`config.mk`:
```
export PLATFORM = sky130hd
export DESIGN_NAME = mire_fb_writer
export DESIGN_NICKNAME = d
export VERILOG_FILES = /design/src/rtl/mire_pkg.sv /design/src/rtl/mire_pixel_gen.sv /design/src/rtl/mire_fb_writer.sv
export SDC_FILE = /design/constraint.sdc
export NUM_CORES = 1
export LEC_CHECK = 0
export ABC_AREA = 1
export CAP_MARGIN = 20
export CORE_UTILIZATION = 50
export CTS_BUF_LIST = sky130_fd_sc_hd__clkbuf_4
export DETAILED_ROUTE_END_ITERATION = 12
export PLACE_DENSITY = 0.8
export SYNTH_ARGS = -nofsm -noshare
export SYNTH_HDL_FRONTEND = slang
export SYNTH_SLANG_ARGS = --single-unit
```
`constraint.sdc`:
```
create_clock -name CLK -period 3.5 [get_ports CLK]
set_input_delay 1.05 -clock CLK [delete_from_list [all_inputs] [get_ports CLK]]
set_output_delay 1.05 -clock CLK [all_outputs]
set_load 0.01 [all_outputs]
```
`src/rtl/mire_pkg.sv`:
```
// rtl/mire_pkg.sv - shared FSM state type and RGB565 colour-bar table for mire_fb_writer
package mire_pkg;

  typedef enum logic [1:0] {IDLE, WRITE, RELEASE} state_t;

  localparam int BAND_COUNT = 8;

  localparam logic [15:0] COLOUR_LUT [BAND_COUNT] = '{
    16'hFFFF, 16'hFFE0, 16'h07FF, 16'h07E0,
    16'hF81F, 16'hF800, 16'h001F, 16'h0000
  };

  function automatic logic [15:0] colour_of(input logic [2:0] idx);
    return COLOUR_LUT[idx];
  endfunction

endpackage

```
`src/rtl/mire_pixel_gen.sv`:
```
// rtl/mire_pixel_gen.sv - x/y/band counters with registered byte address and RGB565 data of the pixel to write
module mire_pixel_gen #(
  parameter int          HDISP = 640,
  parameter int          VDISP = 480,
  parameter logic [31:0] BASE  = 32'd0
) (
  input  logic        clk,
  input  logic        rst_n,
  input  logic        clear,
  input  logic        advance,
  input  logic [2:0]  offset,
  output logic        last,
  output logic [31:0] adr,
  output logic [15:0] dat
);
  import mire_pkg::*;

  localparam int XW     = (HDISP > 1) ? $clog2(HDISP) : 1;
  localparam int YW     = (VDISP > 1) ? $clog2(VDISP) : 1;
  localparam int BAND_W = HDISP / BAND_COUNT;
  localparam int BW     = (BAND_W > 1) ? $clog2(BAND_W) : 1;

  localparam logic [XW-1:0] X_LAST = XW'(HDISP - 1);
  localparam logic [YW-1:0] Y_LAST = YW'(VDISP - 1);
  localparam logic [BW-1:0] B_LAST = BW'(BAND_W - 1);

  logic [XW-1:0] x, x_n;
  logic [YW-1:0] y, y_n;
  logic [BW-1:0] bcnt, bcnt_n;
  logic [2:0]    band, band_n;
  logic [2:0]    cidx;
  logic [31:0]   adr_n;

  assign last = (x == X_LAST) && (y == Y_LAST);

  // Band index follows x through a per-band pixel counter instead of dividing x.
  always_comb begin
    x_n    = x;
    y_n    = y;
    bcnt_n = bcnt;
    band_n = band;
    if (clear) begin
      x_n    = '0;
      y_n    = '0;
      bcnt_n = '0;
      band_n = '0;
    end else if (advance) begin
      if (x == X_LAST) begin
        x_n    = '0;
        bcnt_n = '0;
        band_n = '0;
        y_n    = (y == Y_LAST) ? '0 : y + 1'b1;
      end else begin
        x_n = x + 1'b1;
        if (bcnt == B_LAST) begin
          bcnt_n = '0;
          band_n = band + 1'b1;
        end else begin
          bcnt_n = bcnt + 1'b1;
        end
      end
    end
  end

  assign adr_n = BASE + ((32'(HDISP) * 32'(y_n) + 32'(x_n)) << 1);
  assign cidx  = band_n + offset;

  always_ff @(posedge clk or negedge rst_n) begin
    if (!rst_n) begin
      x    <= '0;
      y    <= '0;
      bcnt <= '0;
      band <= '0;
      adr  <= '0;
      dat  <= '0;
    end else if (clear || advance) begin
      x    <= x_n;
      y    <= y_n;
      bcnt <= bcnt_n;
      band <= band_n;
      adr  <= adr_n;
      dat  <= colour_of(cidx);
    end
  end

endmodule

```
`src/rtl/mire_fb_writer.sv`:
```
// rtl/mire_fb_writer.sv - Wishbone master filling the SDRAM framebuffer with RGB565 colour bars
// Define MIRE_ANIM_EN to scroll the bars by one band on every completed frame.
module mire_fb_writer #(
  parameter int          HDISP = 640,
  parameter int          VDISP = 480,
  parameter logic [31:0] BASE  = 32'd0,
  parameter int          BURST = 64,
  parameter int          GAP   = 4
) (
  input  logic        CLK,
  input  logic        NRST,
  input  logic        start,
  input  logic        cont,
  output logic        busy,
  output logic        frame_done,
  output logic [31:0] wb_adr,
  output logic [15:0] wb_dat_ms,
  output logic [1:0]  wb_sel,
  output logic        wb_we,
  output logic        wb_cyc,
  output logic        wb_stb,
  output logic [2:0]  wb_cti,
  output logic [1:0]  wb_bte,
  input  logic        wb_ack
);
  import mire_pkg::*;

  localparam int BCW = $clog2(BURST) + 1;
  localparam int GCW = $clog2(GAP) + 1;
  localparam logic [BCW-1:0] BURST_LAST = BCW'(BURST - 1);
  localparam logic [GCW-1:0] GAP_LAST   = GCW'(GAP - 1);

  state_t         state, state_n;
  logic [BCW-1:0] burst_cnt;
  logic [GCW-1:0] gap_cnt;
  logic [2:0]     offset_n;
  logic           last, clear, advance;

  assign wb_sel = 2'b11;
  assign wb_we  = 1'b1;
  assign wb_cti = 3'd0;
  assign wb_bte = 2'd0;

  always_ff @(posedge CLK or negedge NRST) begin
    if (!NRST) state <= IDLE;
    else       state <= state_n;
  end

  // End of frame is checked before the burst limit so the last ack never releases the bus.
  always_comb begin
    state_n = state;
    case (state)
      IDLE:    if (start) state_n = WRITE;
      WRITE:   if (wb_ack) begin
                 if (last)                         state_n = cont ? WRITE : IDLE;
                 else if (burst_cnt == BURST_LAST) state_n = RELEASE;
               end
      RELEASE: if (gap_cnt == GAP_LAST) state_n = WRITE;
      default: state_n = IDLE;
    endcase
  end

  always_comb begin
    wb_cyc     = (state == WRITE);
    wb_stb     = (state == WRITE);
    busy       = (state != IDLE);
    advance    = (state == WRITE) && wb_ack;
    frame_done = (state == WRITE) && wb_ack && last;
    clear      = (state == IDLE) && start;
  end

  always_ff @(posedge CLK or negedge NRST) begin
    if (!NRST) begin
      burst_cnt <= '0;
      gap_cnt   <= '0;
    end else begin
      if (state != WRITE || (wb_ack && (last || burst_cnt == BURST_LAST)))
        burst_cnt <= '0;
      else if (wb_ack)
        burst_cnt <= burst_cnt + 1'b1;
      gap_cnt <= (state == RELEASE) ? gap_cnt + 1'b1 : '0;
    end
  end

`ifdef MIRE_ANIM_EN
  logic [2:0] offset;

  always_ff @(posedge CLK or negedge NRST) begin
    if (!NRST) offset <= '0;
    else       offset <= offset_n;
  end

  assign offset_n = frame_done ? offset + 3'd1 : offset;
`else
  assign offset_n = 3'd0;
`endif

  mire_pixel_gen #(
    .HDISP (HDISP),
    .VDISP (VDISP),
    .BASE  (BASE)
  ) u_pixel_gen (
    .clk     (CLK),
    .rst_n   (NRST),
    .clear   (clear),
    .advance (advance),
    .offset  (offset_n),
    .last    (last),
    .adr     (wb_adr),
    .dat     (wb_dat_ms)
  );

endmodule
```
==> results.toml, run 1 <==
[drt]
ant_nets = 0
wl_met1_um = 4209
route.detailed.drc = 0
drt_iter0_drc = 201
detail_route.wl_per_cell_um = 14.75
top_layer_used = "met4"
vias_per_cell = 5.303
wirelength_um = 10270
wl_met3_um = 539
num_vias = 3691
drtPass1Iterations = 5
met2WireLength_um = 5190

[critical_path]
cpPeakStageDelay_ns = 0.41
rrSetupSlack_ns = -0.04
r2r-start = "u_pixel_gen.x[1]"
start_kind = "flip-flop"
crit_path_max_fanout = 5
ff2ff_path_depth = 25
arrival_ns = 3.85
endpoint_kind = "flip-flop"
r2r-end = "u_pixel_gen.adr[17]"
crit_type = "reg -> reg"
cp_slowest_cell = "dfrtp_1"
critical_path_required_ns = 3.81

[cells_and_area]
final_cell_mix = "nand2_1, buf_4, inv_1, dfrtp_1, clkdlybuf4s50_1"
fill_cells = 526
syn2layout_area_growth_pct = 33.47
multi_input_area_um2 = 2227
fin_util_pct = 70.24
fin_nets = 623
final_common_cell = "nand2_1"
diodes = 0
regArea_um2 = 1426
drive_gt1_share_pct = 27.30

[hold_path]
min_from = "gap_cnt[0]"
whs_endpoint = "gap_cnt[0]"
hold_class = "reg -> reg"
whs_path_depth = 1

[floorplanning]
chipHeight_um = 90.31
rows = 31
pin_count = 65
start_util_pct = 52.63
die_w_um = 90.31
core_area_um2 = 7408
die-area_um2 = 8155

[global_routing]
overflow = 0
grt_antenna_before_repair = 0
track_usage_pct = 23.80
first_global_vias = 3529
grt_max_degree = 28
grt_pass1_wl_um = 15450

[run]
maxCapViolCount = 0

[status]
violations = "negative setup slack"
status = "complete, but fails checks"

[place]
port_buffers = 44
hpwlAfterDp_um = 6590
place_congestion = 0.9127

[timing]
hold_viol = 0
period_share_pct = 101.0
fmax_ghz = 0.2828
maxSlewHeadroom_pct = 65.65
timing.hold.ws_ns = 0.4473
rsz0062_at_grt = "yes"
tightest_slew_ns = 0.5153
finClkSkew_ns = 0.01081
setup_viol = 2
slew_violations = 0
fin_ws_ns = -0.03589
layout_min_cycle_time_ns = 3.536

[synthesis]
synth_xor_area_share_pct = 5.167
ys_ff_latch = 57
ys_seq_area_share_pct = 36.59
syn_area_per_cell_um2 = 7.940
synthesis.area_um2 = 3899
synth.area.top_cells = "dfrtp_1, nand2_1, buf_4, ha_1, inv_1"
yosysTopAreaCellShare_pct = 36.59
synthMuxAreaShare_pct = 0
syn_inst = 491
yosysWarnings = 0
synth-simple-area-share_pct = 25.58
synth_top_family_by_area = "simple AND/OR/NAND/NOR gates"
synth_compound_area_share_pct = 9.082
yosysUniqueCellTypes = 42
yosys.area_share.adder_pct = 8.087
synth_top_area_cell = "dfrtp_1"

[clock_tree]
clock_sinks = 57
clkTransAtPathRegs_ns = 0.10
cts_tree = "yes"
clockRootBuffer = "clkbuf_4"
clk_latency_ns = 0.41
cts-buffers-inserted = 9
cts_hold_buf = 0
clk_path_buf_depth = 2
ctsHtreeMaxLevel = 3

[power_and_ir_drop]
ir_drop_v = 0.0002884
leakage_uw = 0.002581
power.density_nw_per_um2 = 747.5
## cell type report
class | instances | area share (%)
well taps | 99 | 2.380
repair buffers | 119 | 19.26
inverters | 71 | 5.458
clock inverters | 5 | 1.395
flip-flops and latches | 57 | 27.41
clock buffers | 9 | 1.298
multi-input cells | 336 | 42.80
## worst max-delay path: cells and delay by family (launching register included)
family | cells | cell delay [ns]
and+or+nand+nor | 18 | 1.96
adders and majority gates | 2 | 0.45
AOI/OAI and AO/OA | 1 | 0.10
buffers and inverters | 4 | 0.51
DFF | 1 | 0.41
## cells in the mapped netlist (all sizes together)
cell,count
a211oi,1
a21o,1
a21oi,16
a22o,1
a31oi,1
a32o,1
and3,1
buf,45
conb,2
dfrtp,57
fa,2
ha,22
inv,71
nand2,99
nand3,34
nand3b,2
nand4,11
nor2,46
nor3,12
nor4,2
o211ai,1
o21a,1
o21ai,25
o22ai,10
o32ai,1
or2,3
xnor2,6
xor2,17
## how the worst max path moves through the flow
stage	end	slack, ns	from
3_3_place_gp	u_pixel_gen.adr[18]	-0.63	start
3_5_place_dp	u_pixel_gen.adr[18]	-0.70	start
2_1_floorplan	u_pixel_gen.adr[18]	-0.07	start
6_report	u_pixel_gen.adr[17]	-0.04	u_pixel_gen.x[1]
5_1_grt	u_pixel_gen.adr[18]	-0.25	u_pixel_gen.y[1]
4_1_cts	u_pixel_gen.adr[17]	0.01	u_pixel_gen.x[1]
## state kept, by name (all words and copies together), names as in the netlist
name and cells:
gap_cnt 3, u_pixel_gen.adr 13, state 2, u_pixel_gen.dat 3, u_pixel_gen.y 9, burst_cnt 7, u_pixel_gen.bcnt 7, u_pixel_gen.band 3
u_pixel_gen.x 10
## report_power, final
part           switching (uW)  internal [uW]  total, uW
clock                     260            276        537
sequential                179            863       1040
combinational            1210           1100       2310
total                    1650           2240       3890
## cell families (layout without fill, tap and decap cells)
logic type	after synthesis	after routing
DFF	57	57
xor gates and xnor gates	23	23
adders and majority gates	24	24
buffers and inverters	116	204
and+or+nand+nor	210	210
other	2	20
AOI/OAI and AO/OA	59	59
## what timing repair did
action,in CTS,in global routing
endpoints found under the setup margin,7,6
gates cloned,0,0
resized for setup,12,41
buffers inserted,2,11
pin swaps,6,29
## routing by layer
metal | vias up | global-route usage, %
li1 | 1740 | -
met4 | 0 | 10.22
met1 | 1758 | 27.24
met3 | 33 | 6.145
met5 | - | 0
met2 | 160 | 41.92
## stage by stage
| step | instance area [um^2] | setup TNS, ns | cells | power [uW] | setup slack (ns) |
|---|---|---|---|---|---|
| after floorplan | 4033 | -0.06972 | 509 | 2257 | -0.06972 |
| after global placement | 4723 | -3.542 | 669 | 2912 | -0.6274 |
| after detailed placement | 4723 | -4.194 | 669 | 2995 | -0.6996 |
| after CTS | 4908 | 0 | 685 | 3551 | 0.01067 |
| after global routing | 5204 | -0.8996 | 696 | 4133 | -0.2472 |
| final | 5204 | -0.04833 | 696 | 3890 | -0.03589 |
No activity file was read; power rests on OpenSTA's default activity.
==> inputs of run 2 (changes only) <==
CAP_MARGIN = default   (was 20)
==> results of run 2 <==
Final layout, timing and power as in run 1 (identical DEF).
==> inputs of run 3 (changes only) <==
CORE_ASPECT_RATIO = 0.8   (was default)
CORE_UTILIZATION = 60   (was 50)
PLACE_DENSITY = 0.9   (was 0.8)
REMOVE_ABC_BUFFERS = 1   (was default)
clock period = 4.5 ns   (was 3.5 ns; I/O delays follow)
==> run 3 against run 2 <==
The run now ends clean. Sequential share of layout area increased by 5.0 points. Count of clock-buffer cells in the layout unchanged. Cell area decreased by 15%. Die area decreased by 16%. Utilization increased by 1.9 points. Critical path depth decreased by 18. Via count decreased by 7.3%. Critical path type is now in -> out.
==> results.toml, run 3 (synthesis gave the netlist of run 1 again) <==
[power_and_ir_drop]
leakage_uw = 0.002212
ir_drop_v = 0.0003176
power.density_nw_per_um2 = 547.8

[global_routing]
grt_antenna_before_repair = 0
overflow = 0
track_usage_pct = 26.76
first_global_vias = 3249
grt_pass1_wl_um = 14140
grt_max_degree = 32

[floorplanning]
die-area_um2 = 6826
rows = 25
die_w_um = 92.13
start_util_pct = 63.92
pin_count = 65
core_area_um2 = 6100
chipHeight_um = 74.10

[place]
post-place-ws_ns = -0.1815
place_congestion = 0.8775
dp_cells = 605
port_buffers = 44
hpwlAfterDp_um = 6352
placed_area_um2 = 4295

[critical_path]
critical_path_required_ns = 3.15
crit_type = "in -> out"
ff2ff_path_depth = 21
crit_cells = 7
rrSetupSlack_ns = 0.52
crit_buf_inv = 4
cp_slowest_cell = "clkdlybuf4s50_1"
path_cells = "clkdlybuf4s50_1, nand2_2, inv_4, nand2_4, buf_4, nor2_1, clkdlybuf4s50_1"
cpPeakStageDelay_ns = 0.58
crit_path_max_fanout = 5
endpoint_kind = "primary output"
arrival_ns = 3.00
cpMostUsedCell = "clkdlybuf4s50_1"
start_kind = "primary input"
crit_family = "buffers and inverters"

[drt]
detail_route.wl_per_cell_um = 13.64
ant_nets = 0
drt_iter0_drc = 235
vias_per_cell = 5.512
drtPass1Iterations = 5
num_vias = 3423
wirelength_um = 8470
route.detailed.drc = 0

[cells_and_area]
instances_no_fill = 621
syn2layout_area_growth_pct = 12.87
diodes = 0
drive_gt1_share_pct = 12.04
fin_nets = 564
top_register = "u_pixel_gen.adr"
fin_area_um2 = 4400
final_common_cell = "nand2_1"
reg.largest.list = "u_pixel_gen.adr (13), u_pixel_gen.x (10), u_pixel_gen.y (9)"
largest_reg_flops = 13
final_cell_mix = "nand2_1, inv_1, dfrtp_1, clkdlybuf4s50_1, nor2_1"

[hold_path]
hold_class = "reg -> reg"
whs_path_depth = 1

[clock_tree]
ctsHtreeMaxLevel = 3
cts-buffers-inserted = 9
clockRootBuffer = "clkbuf_4"
clk_latency_ns = 0.43
clock_sinks = 57
clkTransAtPathRegs_ns = 0.11
cts_tree = "yes"
post_cts.repair.setup_buffers = 0
cts_hold_buf = 0
clk_path_buf_depth = 2
cts_resized = 0

[timing]
fin_setup_tns_ns = 0
maxSlewHeadroom_pct = 53.06
tightest_slew_ns = 0.7040
period_share_pct = 96.70
finClkSkew_ns = 0.01895
rsz0062_at_grt = "no"
hold_viol = 0
setup_viol = 0
fmax_ghz = 0.2298
layout_min_cycle_time_ns = 4.352
fin_ws_ns = 0.1484
slew_violations = 0

[run]
maxCapViolCount = 0

[status]
status = "finished clean"
[run 3: cell types whose count changed in the layout (fill, tap and decap cells not counted), moves of 3 or more]
cell,delta
buf_4,-57
nand2_1,+8
nor2_1,+8
ha_1,+7
ha_4,-7
nor2_4,-7
nand2_2,-6
a21oi_1,+3
a21oi_2,-3
clkdlybuf4s50_1,+3
dlygate4sd2_1,-3
nand3_1,+3
o21ai_0,+3
[run 3: worst paths after layout]
| kind | startpoint | endpoint |
|---|---|---|
| max | wb_ack | frame_done |
| min | gap_cnt[0] | gap_cnt[0] |
| max reg2reg | u_pixel_gen.x[0] | u_pixel_gen.adr[18] |
| min reg2reg | gap_cnt[0] | gap_cnt[0] |
| max in group asynchronous | NRST | u_pixel_gen.y[6] |
| min in group asynchronous | NRST | burst_cnt[4] |
[run 3: report_power, final]
part | total [uW] | switching, uW | internal (uW)
sequential | 812 | 141 | 671
combinational | 1290 | 735 | 555
clock | 308 | 202 | 106
[run 3: worst register-to-register path, stage by stage (launching register included)]
cell and delay (ns):
dfrtp_1 0.44, ha_1 0.25, nand3_2 0.14, nor2_4 0.15, nand3_4 0.14, nor3_2 0.27
xor2_1 0.23, o22ai_1 0.14, ha_1 0.31, ha_1 0.21, inv_1 0.07, fa_1 0.44
nor2_1 0.19, nand2_1 0.08, nor2_1 0.13, nand3_1 0.11, nor2_1 0.16, nand2_1 0.11
nor2_1 0.11, nand3_1 0.10, nand3_1 0.07, nand2_1 0.05
[run 3: cell type report]
cell class | count | area [um^2]
clock buffers | 9 | 67.56
repair buffers | 60 | 555.5
flip-flops and latches | 57 | 1426
fillers | 461 | 1699
clock inverters | 7 | 37.54
inverters | 71 | 269.0
multi-input cells | 336 | 1943
well taps | 81 | 101.3
[run 3: metrics by stage]
stage,total power [uW],hold WS (ns),utilization (%)
CTS,2409,0.4537,72.14
finish,2411,0.4483,72.14
global route,2590,0.4671,72.14
floorplan,1588,0.4099,-
detailed placement,2088,0.4341,70.42
global placement,2025,0.4206,70.42
[run 3: per-layer routing]
metal	part of all wire (%)	track usage (%)	routed length, um
met2	47	46.52	3984
met5	0	0	0
met1	43	32.02	3624
met3	6.7	6.135	569
met4	3.4	13.19	292
